$ cat config.mk
export PLATFORM = sky130hd
export DESIGN_NAME = quad_enc_multi
export DESIGN_NICKNAME = d
export VERILOG_FILES = /design/src/rtl/quad_enc_multi.sv
export SDC_FILE = /design/constraint.sdc
export NUM_CORES = 1
export LEC_CHECK = 0
export BUFFER_PORTS_ARGS = -buffer_cell sky130_fd_sc_hd__buf_2
export CAP_MARGIN = 20
export CORE_MARGIN = 10
export CORE_UTILIZATION = 40
export DETAILED_ROUTE_END_ITERATION = 10
export GPL_TIMING_DRIVEN = 0
export PLACE_DENSITY = 0.57
export SLEW_MARGIN = 10
export SYNTH_ARGS = -nofsm -noshare
export SYNTH_HDL_FRONTEND = slang
export SYNTH_SLANG_ARGS = --single-unit
$ cat constraint.sdc
create_clock -name clk -period 4.45 [get_ports clk]
set_clock_uncertainty 0.1 [all_clocks]
set_input_delay 1.335 -clock clk [delete_from_list [all_inputs] [get_ports clk]]
set_output_delay 1.335 -clock clk [all_outputs]
set_load 0.02 [all_outputs]
$ cat src/rtl/quad_enc_multi.sv
// Multi-channel quadrature encoder front end: sync, debounce, full-step decode, bounded count.
// Optional step acceleration is compiled in with the ENC_ACCEL_EN macro.
module quad_enc_multi #(
  parameter int unsigned NUM_CH       = 2,
  parameter int unsigned CNT_W        = 5,
  parameter int unsigned MAX_COUNT    = 31,
  parameter int unsigned DEB_CYCLES   = 1000,
  parameter int unsigned WRAP_MODE    = 1,
  parameter int unsigned ACCEL_WINDOW = 200000,
  parameter int unsigned ACCEL_STEP   = 4
) (
  input  logic                    clk,
  input  logic                    rst,
  input  logic [NUM_CH-1:0]       a_in,
  input  logic [NUM_CH-1:0]       b_in,
  input  logic [NUM_CH-1:0]       btn_in,
  input  logic [NUM_CH-1:0]       en,
  output logic [NUM_CH*CNT_W-1:0] count_out,
  output logic [NUM_CH*2-1:0]     dir_out,
  output logic [NUM_CH-1:0]       step_pulse,
  output logic [NUM_CH-1:0]       btn_pulse
);

  localparam int unsigned DEB_W   = $clog2(DEB_CYCLES);
  // Bit order of the per-channel input vectors: {btn, B, A}; idle levels A=B=1, btn=0.
  localparam logic [2:0]  DEB_RST = 3'b011;
  localparam logic [31:0] MAX32   = 32'(MAX_COUNT);
  localparam logic [31:0] RANGE32 = 32'(MAX_COUNT) + 32'd1;

`ifdef ENC_ACCEL_EN
  localparam int unsigned    GAP_W   = $clog2(ACCEL_WINDOW + 1);
  localparam logic [GAP_W-1:0] GAP_SAT = GAP_W'(ACCEL_WINDOW);
`else
  // Acceleration parameters are accepted for drop-in compatibility but have no effect here.
  if ((ACCEL_STEP == 0) && (ACCEL_WINDOW == 0)) begin : g_accel_unused
  end
`endif

  typedef enum logic [2:0] {
    S_IDLE,
    S_R1,
    S_R2,
    S_R3,
    S_L1,
    S_L2,
    S_L3
  } state_t;

  for (genvar i = 0; i < NUM_CH; i++) begin : g_ch
    logic [2:0]       raw_c;
    logic [2:0]       s1_q, s1_d, s2_q, s2_d, deb_q, deb_d;
    logic [DEB_W-1:0] dcnt_q [3];
    logic [DEB_W-1:0] dcnt_d [3];
    logic             btn_dly_q, btn_dly_d;
    state_t           state_q, state_d;
    logic [CNT_W-1:0] cnt_q, cnt_d;
    logic [1:0]       dir_q, dir_d;
    logic             step_q, step_d;
    logic             bpulse_q, bpulse_d;
    logic [1:0]       ab_c;
    logic             cw_c, ccw_c, btn_rise_c;
    logic [31:0]      inc_c, sum_c;
    logic [CNT_W-1:0] nxt_c;
`ifdef ENC_ACCEL_EN
    logic [GAP_W-1:0] gap_q, gap_d;
`endif

    assign raw_c = {btn_in[i], b_in[i], a_in[i]};
    assign ab_c  = {deb_q[0], deb_q[1]};

    always_ff @(posedge clk or posedge rst) begin
      if (rst) begin
        s1_q      <= DEB_RST;
        s2_q      <= DEB_RST;
        deb_q     <= DEB_RST;
        for (int k = 0; k < 3; k++) dcnt_q[k] <= '0;
        btn_dly_q <= 1'b0;
        state_q   <= S_IDLE;
        cnt_q     <= '0;
        dir_q     <= '0;
        step_q    <= 1'b0;
        bpulse_q  <= 1'b0;
`ifdef ENC_ACCEL_EN
        gap_q     <= GAP_SAT;
`endif
      end else begin
        s1_q      <= s1_d;
        s2_q      <= s2_d;
        deb_q     <= deb_d;
        for (int k = 0; k < 3; k++) dcnt_q[k] <= dcnt_d[k];
        btn_dly_q <= btn_dly_d;
        state_q   <= state_d;
        cnt_q     <= cnt_d;
        dir_q     <= dir_d;
        step_q    <= step_d;
        bpulse_q  <= bpulse_d;
`ifdef ENC_ACCEL_EN
        gap_q     <= gap_d;
`endif
      end
    end

    // Two-flop synchroniser followed by a stability counter per input.
    always_comb begin
      s1_d  = raw_c;
      s2_d  = s1_q;
      deb_d = deb_q;
      for (int k = 0; k < 3; k++) begin
        dcnt_d[k] = '0;
        if (s2_q[k] != deb_q[k]) begin
          if (dcnt_q[k] == DEB_W'(DEB_CYCLES - 1)) begin
            deb_d[k] = s2_q[k];
          end else begin
            dcnt_d[k] = dcnt_q[k] + DEB_W'(1);
          end
        end
      end
    end

    // Full-step decoder; a step is only credited on return to the 11 detent.
    always_comb begin
      state_d = state_q;
      cw_c    = 1'b0;
      ccw_c   = 1'b0;
      case (state_q)
        S_IDLE: begin
          if (ab_c == 2'b01)      state_d = S_R1;
          else if (ab_c == 2'b10) state_d = S_L1;
        end
        S_R1: begin
          if (ab_c == 2'b00)      state_d = S_R2;
          else if (ab_c == 2'b11) state_d = S_IDLE;
        end
        S_R2: begin
          if (ab_c == 2'b10)      state_d = S_R3;
          else if (ab_c == 2'b01) state_d = S_R1;
        end
        S_R3: begin
          if (ab_c == 2'b11) begin
            state_d = S_IDLE;
            cw_c    = 1'b1;
          end else if (ab_c == 2'b00) begin
            state_d = S_R2;
          end
        end
        S_L1: begin
          if (ab_c == 2'b00)      state_d = S_L2;
          else if (ab_c == 2'b11) state_d = S_IDLE;
        end
        S_L2: begin
          if (ab_c == 2'b01)      state_d = S_L3;
          else if (ab_c == 2'b10) state_d = S_L1;
        end
        S_L3: begin
          if (ab_c == 2'b11) begin
            state_d = S_IDLE;
            ccw_c   = 1'b1;
          end else if (ab_c == 2'b00) begin
            state_d = S_L2;
          end
        end
        default: state_d = S_IDLE;
      endcase
    end

    // Count update; a button edge overrides any step in the same cycle.
    always_comb begin
      btn_dly_d  = deb_q[2];
      btn_rise_c = deb_q[2] & ~btn_dly_q;
      cnt_d      = cnt_q;
      dir_d      = dir_q;
      step_d     = 1'b0;
      bpulse_d   = btn_rise_c;
      inc_c      = 32'd1;
      sum_c      = 32'd0;
      nxt_c      = cnt_q;
`ifdef ENC_ACCEL_EN
      gap_d = (gap_q < GAP_SAT) ? gap_q + GAP_W'(1) : gap_q;
      if (gap_q < GAP_SAT) inc_c = 32'(ACCEL_STEP);
`endif
      if (cw_c) begin
        sum_c = 32'(cnt_q) + inc_c;
        if (sum_c > MAX32) nxt_c = (WRAP_MODE != 0) ? CNT_W'(sum_c - RANGE32) : CNT_W'(MAX32);
        else               nxt_c = CNT_W'(sum_c);
      end else if (ccw_c) begin
        sum_c = 32'(cnt_q);
        if (sum_c >= inc_c) nxt_c = CNT_W'(sum_c - inc_c);
        else                nxt_c = (WRAP_MODE != 0) ? CNT_W'(sum_c + RANGE32 - inc_c) : '0;
      end

      if (btn_rise_c) begin
        cnt_d = '0;
        dir_d = 2'b00;
`ifdef ENC_ACCEL_EN
        gap_d = GAP_SAT;
`endif
      end else if (en[i] && (cw_c || ccw_c)) begin
        cnt_d  = nxt_c;
        dir_d  = cw_c ? 2'b01 : 2'b10;
        step_d = (nxt_c != cnt_q);
`ifdef ENC_ACCEL_EN
        gap_d  = '0;
`endif
      end
    end

    assign count_out[i*CNT_W +: CNT_W] = cnt_q;
    assign dir_out[i*2 +: 2]           = dir_q;
    assign step_pulse[i]               = step_q;
    assign btn_pulse[i]                = bpulse_q;
  end

endmodule

==> results of run 1 <==
sequential cells by signal (all words and copies together), names as in the netlist:
name,cells
g_ch.s1_q,6
g_ch.bpulse_q,2
g_ch.dcnt_q,60
g_ch.dir_q,4
g_ch.step_q,2
g_ch.deb_q,6
g_ch.state_q,6
g_ch.cnt_q,10
g_ch.s2_q,6
g_ch.btn_dly_q,2
metal layers:
layer  wire length [µm]  track usage, %  vias up
met4                 74            3.45        0
met3                512            4.59        7
met2               4400            18.1       57
met5                  0               0        -
li1                   -               -     1931
met1               4750            14.0     1845
placed cells by master (no fill, tap or decap), types with 20 or more instances in the layout:
cell type,instances
xnor2_1,26
o21ai_0,20
nor2_1,76
inv_1,25
a21oi_1,29
nand3_1,36
buf_2,32
dfrtp_1,92
nand2_1,27
power by group through the flow:
stage	logic [W]	clock network (W)	registers (W)
2_1_floorplan	0.0000463	0	0.000997
3_3_place_gp	0.0000633	0	0.00100
3_5_place_dp	0.0000682	0	0.00100
4_1_cts	0.0000685	0.000813	0.000984
5_1_grt	0.0000768	0.000853	0.000987
6_report	0.0000654	0.000779	0.000984
how the worst min path moves through the flow:
stage	end	cells after the start	startpoint
finish	g_ch[1].s2_q[2]	0	g_ch[1].s1_q[2]
global route	g_ch[1].s2_q[0]	0	g_ch[1].s1_q[0]
CTS	g_ch[1].s2_q[2]	0	g_ch[1].s1_q[2]
detailed placement	g_ch[1].s2_q[2]	0	g_ch[1].s1_q[2]
global placement	g_ch[1].s2_q[2]	0	g_ch[1].s1_q[2]
floorplan	g_ch[0].s2_q[2]	0	g_ch[0].s1_q[2]
final cells by class:
cell class                 instances  share of cell area (%)
buffer                            13                    1.33
clock buffer                      12                    4.17
clock inverter                     3                   0.742
inverter                          27                    1.80
multi-input combinational        387                    41.2
sequential                       104                    44.3
tap                              172                    3.64
timing repair buffer              28                    2.75
logic make-up after synthesis:
logic type | after synthesis | synth area share [%]
muxes | 11 | 2.25
and+or+nand+nor | 223 | 21.4
AOI/OAI and AO/OA | 91 | 11.2
DFF | 104 | 50.0
xor gates and xnor gates | 44 | 7.36
adders and majority gates | 18 | 4.30
buffers and inverters | 40 | 3.44
synthesized netlist by cell type, drive strengths merged, types with 3 or more instances:
master  instances
o31ai           4
o221a           6
nor2b           6
mux2i           5
inv            26
a31oi           8
o41ai           3
nand4          13
a21oi          29
or3             6
nor3           13
nand3          37
and4            4
ha             18
nand2b          9
nor2           76
xor2           18
o221ai          3
dfrtp          92
clkbuf          3
mux2            6
nand2          27
and3           11
buf            10
o21bai          3
nor3b           4
o21ai          21
a21o            3
xnor2          26
dfstp          12
through the flow:
stage / hold slack (ns) / area [µm²]
2_1_floorplan: 0.231 / 5230
3_3_place_gp: 0.233 / 5580
3_5_place_dp: 0.240 / 5620
4_1_cts: 0.255 / 5910
5_1_grt: 0.264 / 5910
6_report: 0.252 / 5910
==> metrics.md, run 1 <==
| Metric | Value |
|---|---|
| Drt via density | 5.15 |
| Critical Path Sink | count_out[6] |
| Clk slew on worst S/H paths | 0.06 ns |
| GRT Total Usage | 11.5% |
| Die area | 18100 µm² |
| Die X | 134 µm |
| Yosys warning count | 0 |
| Final worst slack | 2.00 ns |
| Tmin final | 2.45 ns |
| Yosys top cell area share | 44.0% |
| Area added between synthesis and finish | 12.9% |
| Top post-synthesis cells by area | dfrtp_1, dfstp_2, nor2_1, xnor2_1, ha_1 |
| Mapped cell area | 5230 µm² |
| Clock sink count | 104 |
| First-pass GRT wire length | 17400 µm |
| Max incr delay on CP | 0.46 ns |
| CTS hold repair buffers | 0 |
| Antenna diodes | 0 |
| Post-Syn Instances | 531 |
| Slowest-stage cell, CP | dfrtp_1 |
| Placeable Area | 12700 µm² |
| Mean post-synth cell area | 9.85 µm² |
| Initial antenna violation count | 0 |
| Final WL | 9730 µm |
| Status | completed |
| Critical Path Source | g_ch[1].cnt_q[1] |
| Setup Fix Bufs, Post-CTS | 0 |
| Chip height | 134 µm |
| Inst Count DP | 731 |
| Cell-internal power | 0.00144 W |
| GP Congestion | 0.784 |
| Vias in the first global route | 3807 |
| Hold WC Path Type | register to register |
| Family with the most delay on the worst path | flip-flops |
| Arr. time, crit path | 1.01 ns |
| Cts repair resizes | 0 |
| Cell Chain, Critical Path | buf_2 |
| Worst Path Max Fanout | 6 |
| Worst skew pair latency | 0.34 ns |
| Clock share of power | 42.6% |
| CP Depth | 1 |
| Max-cap violations | 0 |
| Register share of total power | 53.8% |
| Synth area leader | dfrtp_1 |
| Gate power share | 3.6% |
| Slew @ Worst Pin | 0.573 ns |
| Fmax | 0.408 GHz |
| P per Cell Area | 310 nW/µm² |
| Register area share after synthesis | 50.0% |
| Post-Layout Cell Count | 746 |
| Post-detail-place hpwl | 6870 µm |
| FP Rows | 41 |
| 1st-iter DRT viols | 192 |
| CP required | 3.01 ns |
| Final Max Tran Viols | 0 |
| Worst rel slew slack | 61.4% |
| Total CTS buffers | 9 |
| Fin util | 46.4% |
| Final setup vio count | 0 |
| WP buf/inv | 1 |
| DRC Markers | 0 |
| Crit share post-route | 55.0% |
| CTS root buffer | clkbuf_16 |
| Layout cells sized above 1 | 13.8% |
| NumNets Final | 598 |
| Synth cell types | 55 |
| EDFF count, synth | 0 |
| Initial Utilization | 41.1% |
| CTS H-tree depth | 3 |
| Peak VDD IR | 0.191 mV |
| CTS tree | built |
| Largest net degree at the start of global routing | 62 |
| Synthesized flop and latch total | 104 |
| Crit. End Element | output port |
| Dpl ws | 1.93 ns |
| Setup CP Type | register to output port |
| WL/cell | 13.0 µm |
| Setup TNS | 0 ns |
| Reg-to-reg startpoint | g_ch[1].deb_q[0] |
| Final Hold Vio Count | 0 |
| Sw frac | 21.3% |
| Main synth FF type | dfrtp_1 |
| Drt pass-1 iters | 4 |
| Register Area | 2620 µm² |
| Multi-input gate area | 2430 µm² |
| Switch Pwr | 0.000389 W |
| R2r endpoint | g_ch[1].cnt_q[4] |
| GRT overflow | 0 |
| Io pins | 28 |
| Fillers | 1256 |
| Vias | 3840 |
| Port Buffers | 27 |
| Worst r2r path cells | 5 |
| Reg2Reg Setup Slack | 2.39 ns |
| Syn_nets | 559 |
| RSZ-0062 raised after global routing | no |
| Clk buf depth | 2 |
| Total power | 0.00183 W |
| Leakage | 2.55 nW |
| Post-DRT Antenna Nets | 0 |
| Critical Path Source Type | register |
| Post-synth ARST share | 100% |
Power figures use the tool's default switching activity.
==> inputs of run 2 (changes only) <==
clock period = 2.4 ns   (was 4.45 ns; I/O delays follow)
==> run 2 against run 1 <==
  * Sequential power is 85% higher
  * Utilization is 0.37 points higher
  * Setup slack worse by 1.6 ns
  * Critical path type is now register to register
  * Sequential share of layout area is 0.35 points lower
  * Critical path depth is 4 higher
  * Routed wire length is 1.4% lower
  * Register-to-register slack worse by 2.0 ns
  * Largest cell class unchanged
  * Total power is 90% higher
  * Cell count is 0.40% higher
  * Clock power is 95% higher
==> metrics.md, run 2 (synthesis gave the netlist of run 1 again) <==
| Metric | Value |
|---|---|
| Drt pass-1 iters | 4 (unchanged) |
| RSZ-0062 raised after global routing | no (unchanged) |
| Clk buf depth | 2 (unchanged) |
| Chip height | 134 µm (unchanged) |
| Total CTS buffers | 9 (unchanged) |
| Final setup vio count | 0 (unchanged) |
| Final Hold Vio Count | 0 (unchanged) |
| First-pass GRT wire length | 17100 µm (was 17400 µm) |
| P per Cell Area | 583 nW/µm² (was 310 nW/µm²) |
| Setup CP Type | register to register (was register to output port) |
| CTS tree | built (unchanged) |
| Status | completed (unchanged) |
| Reg2Reg Setup Slack | 0.35 ns (was 2.39 ns) |
| NumNets Final | 600 (was 598) |
| Fmax | 0.488 GHz |
| CTS root buffer | clkbuf_16 (unchanged) |
| WL/cell | 12.8 µm (was 13.0 µm) |
| Critical Path Source Type | register (unchanged) |
| 1st-iter DRT viols | 224 (was 192) |
| Largest regs | g_ch.dcnt_q: 60 flops, g_ch.cnt_q: 10 flops (unchanged) |
| Initial antenna violation count | 0 (unchanged) |
| Post-detail-place hpwl | 6900 µm (was 6870 µm) |
| Io pins | 28 (unchanged) |
| GP Congestion | 0.791 (was 0.784) |
| Final Max Tran Viols | 0 (unchanged) |
| Most common cell after layout, fill and taps aside | dfrtp_1 (unchanged) |
| Met2 WL post-DR | 4330 µm (was 4400 µm) |
| Clock sink count | 104 (unchanged) |
| Vias | 3847 (was 3840) |
| Post-DRT Antenna Nets | 0 (unchanged) |
| DRC Markers | 0 (unchanged) |
| Clk slew on worst S/H paths | 0.07 ns (was 0.06 ns) |
| Drt via density | 5.14 (was 5.15) |
| Placeable Area | 12700 µm² (unchanged) |
| Wire length on met3 | 496 µm (was 512 µm) |
| Slew @ Worst Pin | 0.542 ns (was 0.573 ns) |
| Port Buffers | 27 (unchanged) |
| Met1 Wirelength | 4680 µm (was 4750 µm) |
| Antenna diodes | 0 (unchanged) |
| Crit share post-route | 85.3% |
| Largest net degree at the start of global routing | 35 (was 62) |
| Initial Utilization | 41.1% (unchanged) |
| Die area | 18100 µm² (unchanged) |
| Layout cells sized above 1 | 14.0% (was 13.8%) |
| Top layer in use | met4 (unchanged) |
| Gate power share | 3.6% (about the same) |
| Sw frac | 20.7% (was 21.3%) |
| Register share of total power | 52.6% (was 53.8%) |
| Die X | 134 µm (unchanged) |
| Crit. End Element | register (was output port) |
| Fin util | 46.8% (was 46.4%) |
| Switch Pwr | 0.000718 W (was 0.000389 W) |
| Worst skew pair latency | 0.35 ns (was 0.34 ns) |
| Worst Path Max Fanout | 9 (was 6) |
| Inst Count DP | 733 (was 731) |
| Clock share of power | 43.8% (was 42.6%) |
| Cell-internal power | 0.00275 W (was 0.00144 W) |
| CTS H-tree depth | 3 (unchanged) |
| Peak VDD IR | 0.424 mV (was 0.191 mV) |
| Area added between synthesis and finish | 13.8% (was 12.9%) |
| Post-Layout Cell Count | 749 (was 746) |
| Most frequent cells in the layout | dfrtp_1, nor2_1, nand3_1 (unchanged) |
| Reg-to-reg startpoint | g_ch[1].deb_q[0] (unchanged) |
| Leakage | 2.57 nW (was 2.55 nW) |
| Final WL | 9600 µm (was 9730 µm) |
| Tmin final | 2.05 ns |
| CTS hold repair buffers | 0 (unchanged) |
| Setup Fix Bufs, Post-CTS | 0 (unchanged) |
| Arr. time, crit path | 2.22 ns (was 1.01 ns) |
| Cts repair resizes | 0 (unchanged) |
| Largest register FFs | 60 (unchanged) |
| CP required | 2.57 ns (was 3.01 ns) |
| GRT overflow | 0 (unchanged) |
| Top reg by flops | g_ch.dcnt_q (unchanged) |
| R2r endpoint | g_ch[1].cnt_q[4] (unchanged) |
| GRT Total Usage | 11.3% (was 11.5%) |
| Worst r2r path cells | 5 (unchanged) |
| Worst rel slew slack | 63.5% (was 61.4%) |
| Hold WC Path Type | input port to asynchronous set/reset pin (was register to register) |
| Max-cap violations | 0 (unchanged) |
| Vias in the first global route | 3763 (was 3807) |
| FP Rows | 41 (unchanged) |
| Hold_ws | 0.206 ns (was 0.252 ns) |
[run 2: critical path: stages (launching register included)]
cell	delay (ns)
dfstp_2	0.59
ha_1	0.15
clkbuf_2	0.19
nand3_1	0.23
or4_1	0.55
a21oi_1	0.14
[run 2: layer usage]
layer  vias to the layer above  global-route usage, %
li1                       1944                      -
met1                      1840                   13.9
met2                        55                   17.6
met3                         8                   4.59
met4                         0                   3.81
met5                         -                      0
[run 2: final cells by class]
class / instances / area (µm²)
Tap cell: 172 / 215
Multi-Input combinational cell: 387 / 2430
Clock buffer: 12 / 236
Fill cell: 1241 / 6770
Clock inverter: 4 / 70.1
Timing Repair Buffer: 30 / 195
Sequential cell: 104 / 2620
Buffer: 13 / 78.8
Inverter: 27 / 105
[run 2: through the flow]
stage                     instance area, µm²  setup WS, ns  setup TNS, ns  total power, W
after floorplan                         5240         0.344              0         0.00194
after global placement                  5590        -0.382         -34.26         0.00197
after detailed placement                5650         0.362              0         0.00199
after CTS                               5950         0.346              0         0.00355
after global routing                    5950         0.217              0         0.00362
final                                   5950         0.352              0         0.00347
[run 2: worst max-delay path by stage]
stage	to	slack, ns	from	cells after the start
floorplan	g_ch[0].bpulse_q	0.34	rst	1
global placement	g_ch[1].dcnt_q[17]	-0.38	rst	2
detailed placement	g_ch[1].cnt_q[4]	0.36	g_ch[1].deb_q[1]	5
CTS	g_ch[1].cnt_q[4]	0.35	g_ch[1].deb_q[1]	5
global route	g_ch[1].cnt_q[4]	0.22	g_ch[1].deb_q[0]	5
finish	g_ch[1].cnt_q[4]	0.35	g_ch[1].deb_q[0]	5
[run 2: power groups by stage]
stage	Sequential (W)	Combinational, W	Clock [W]
4_1_cts	0.00182	0.000132	0.00160
3_5_place_dp	0.00186	0.000132	0
2_1_floorplan	0.00185	0.0000863	0
3_3_place_gp	0.00186	0.000117	0
6_report	0.00182	0.000127	0.00152
5_1_grt	0.00183	0.000150	0.00164
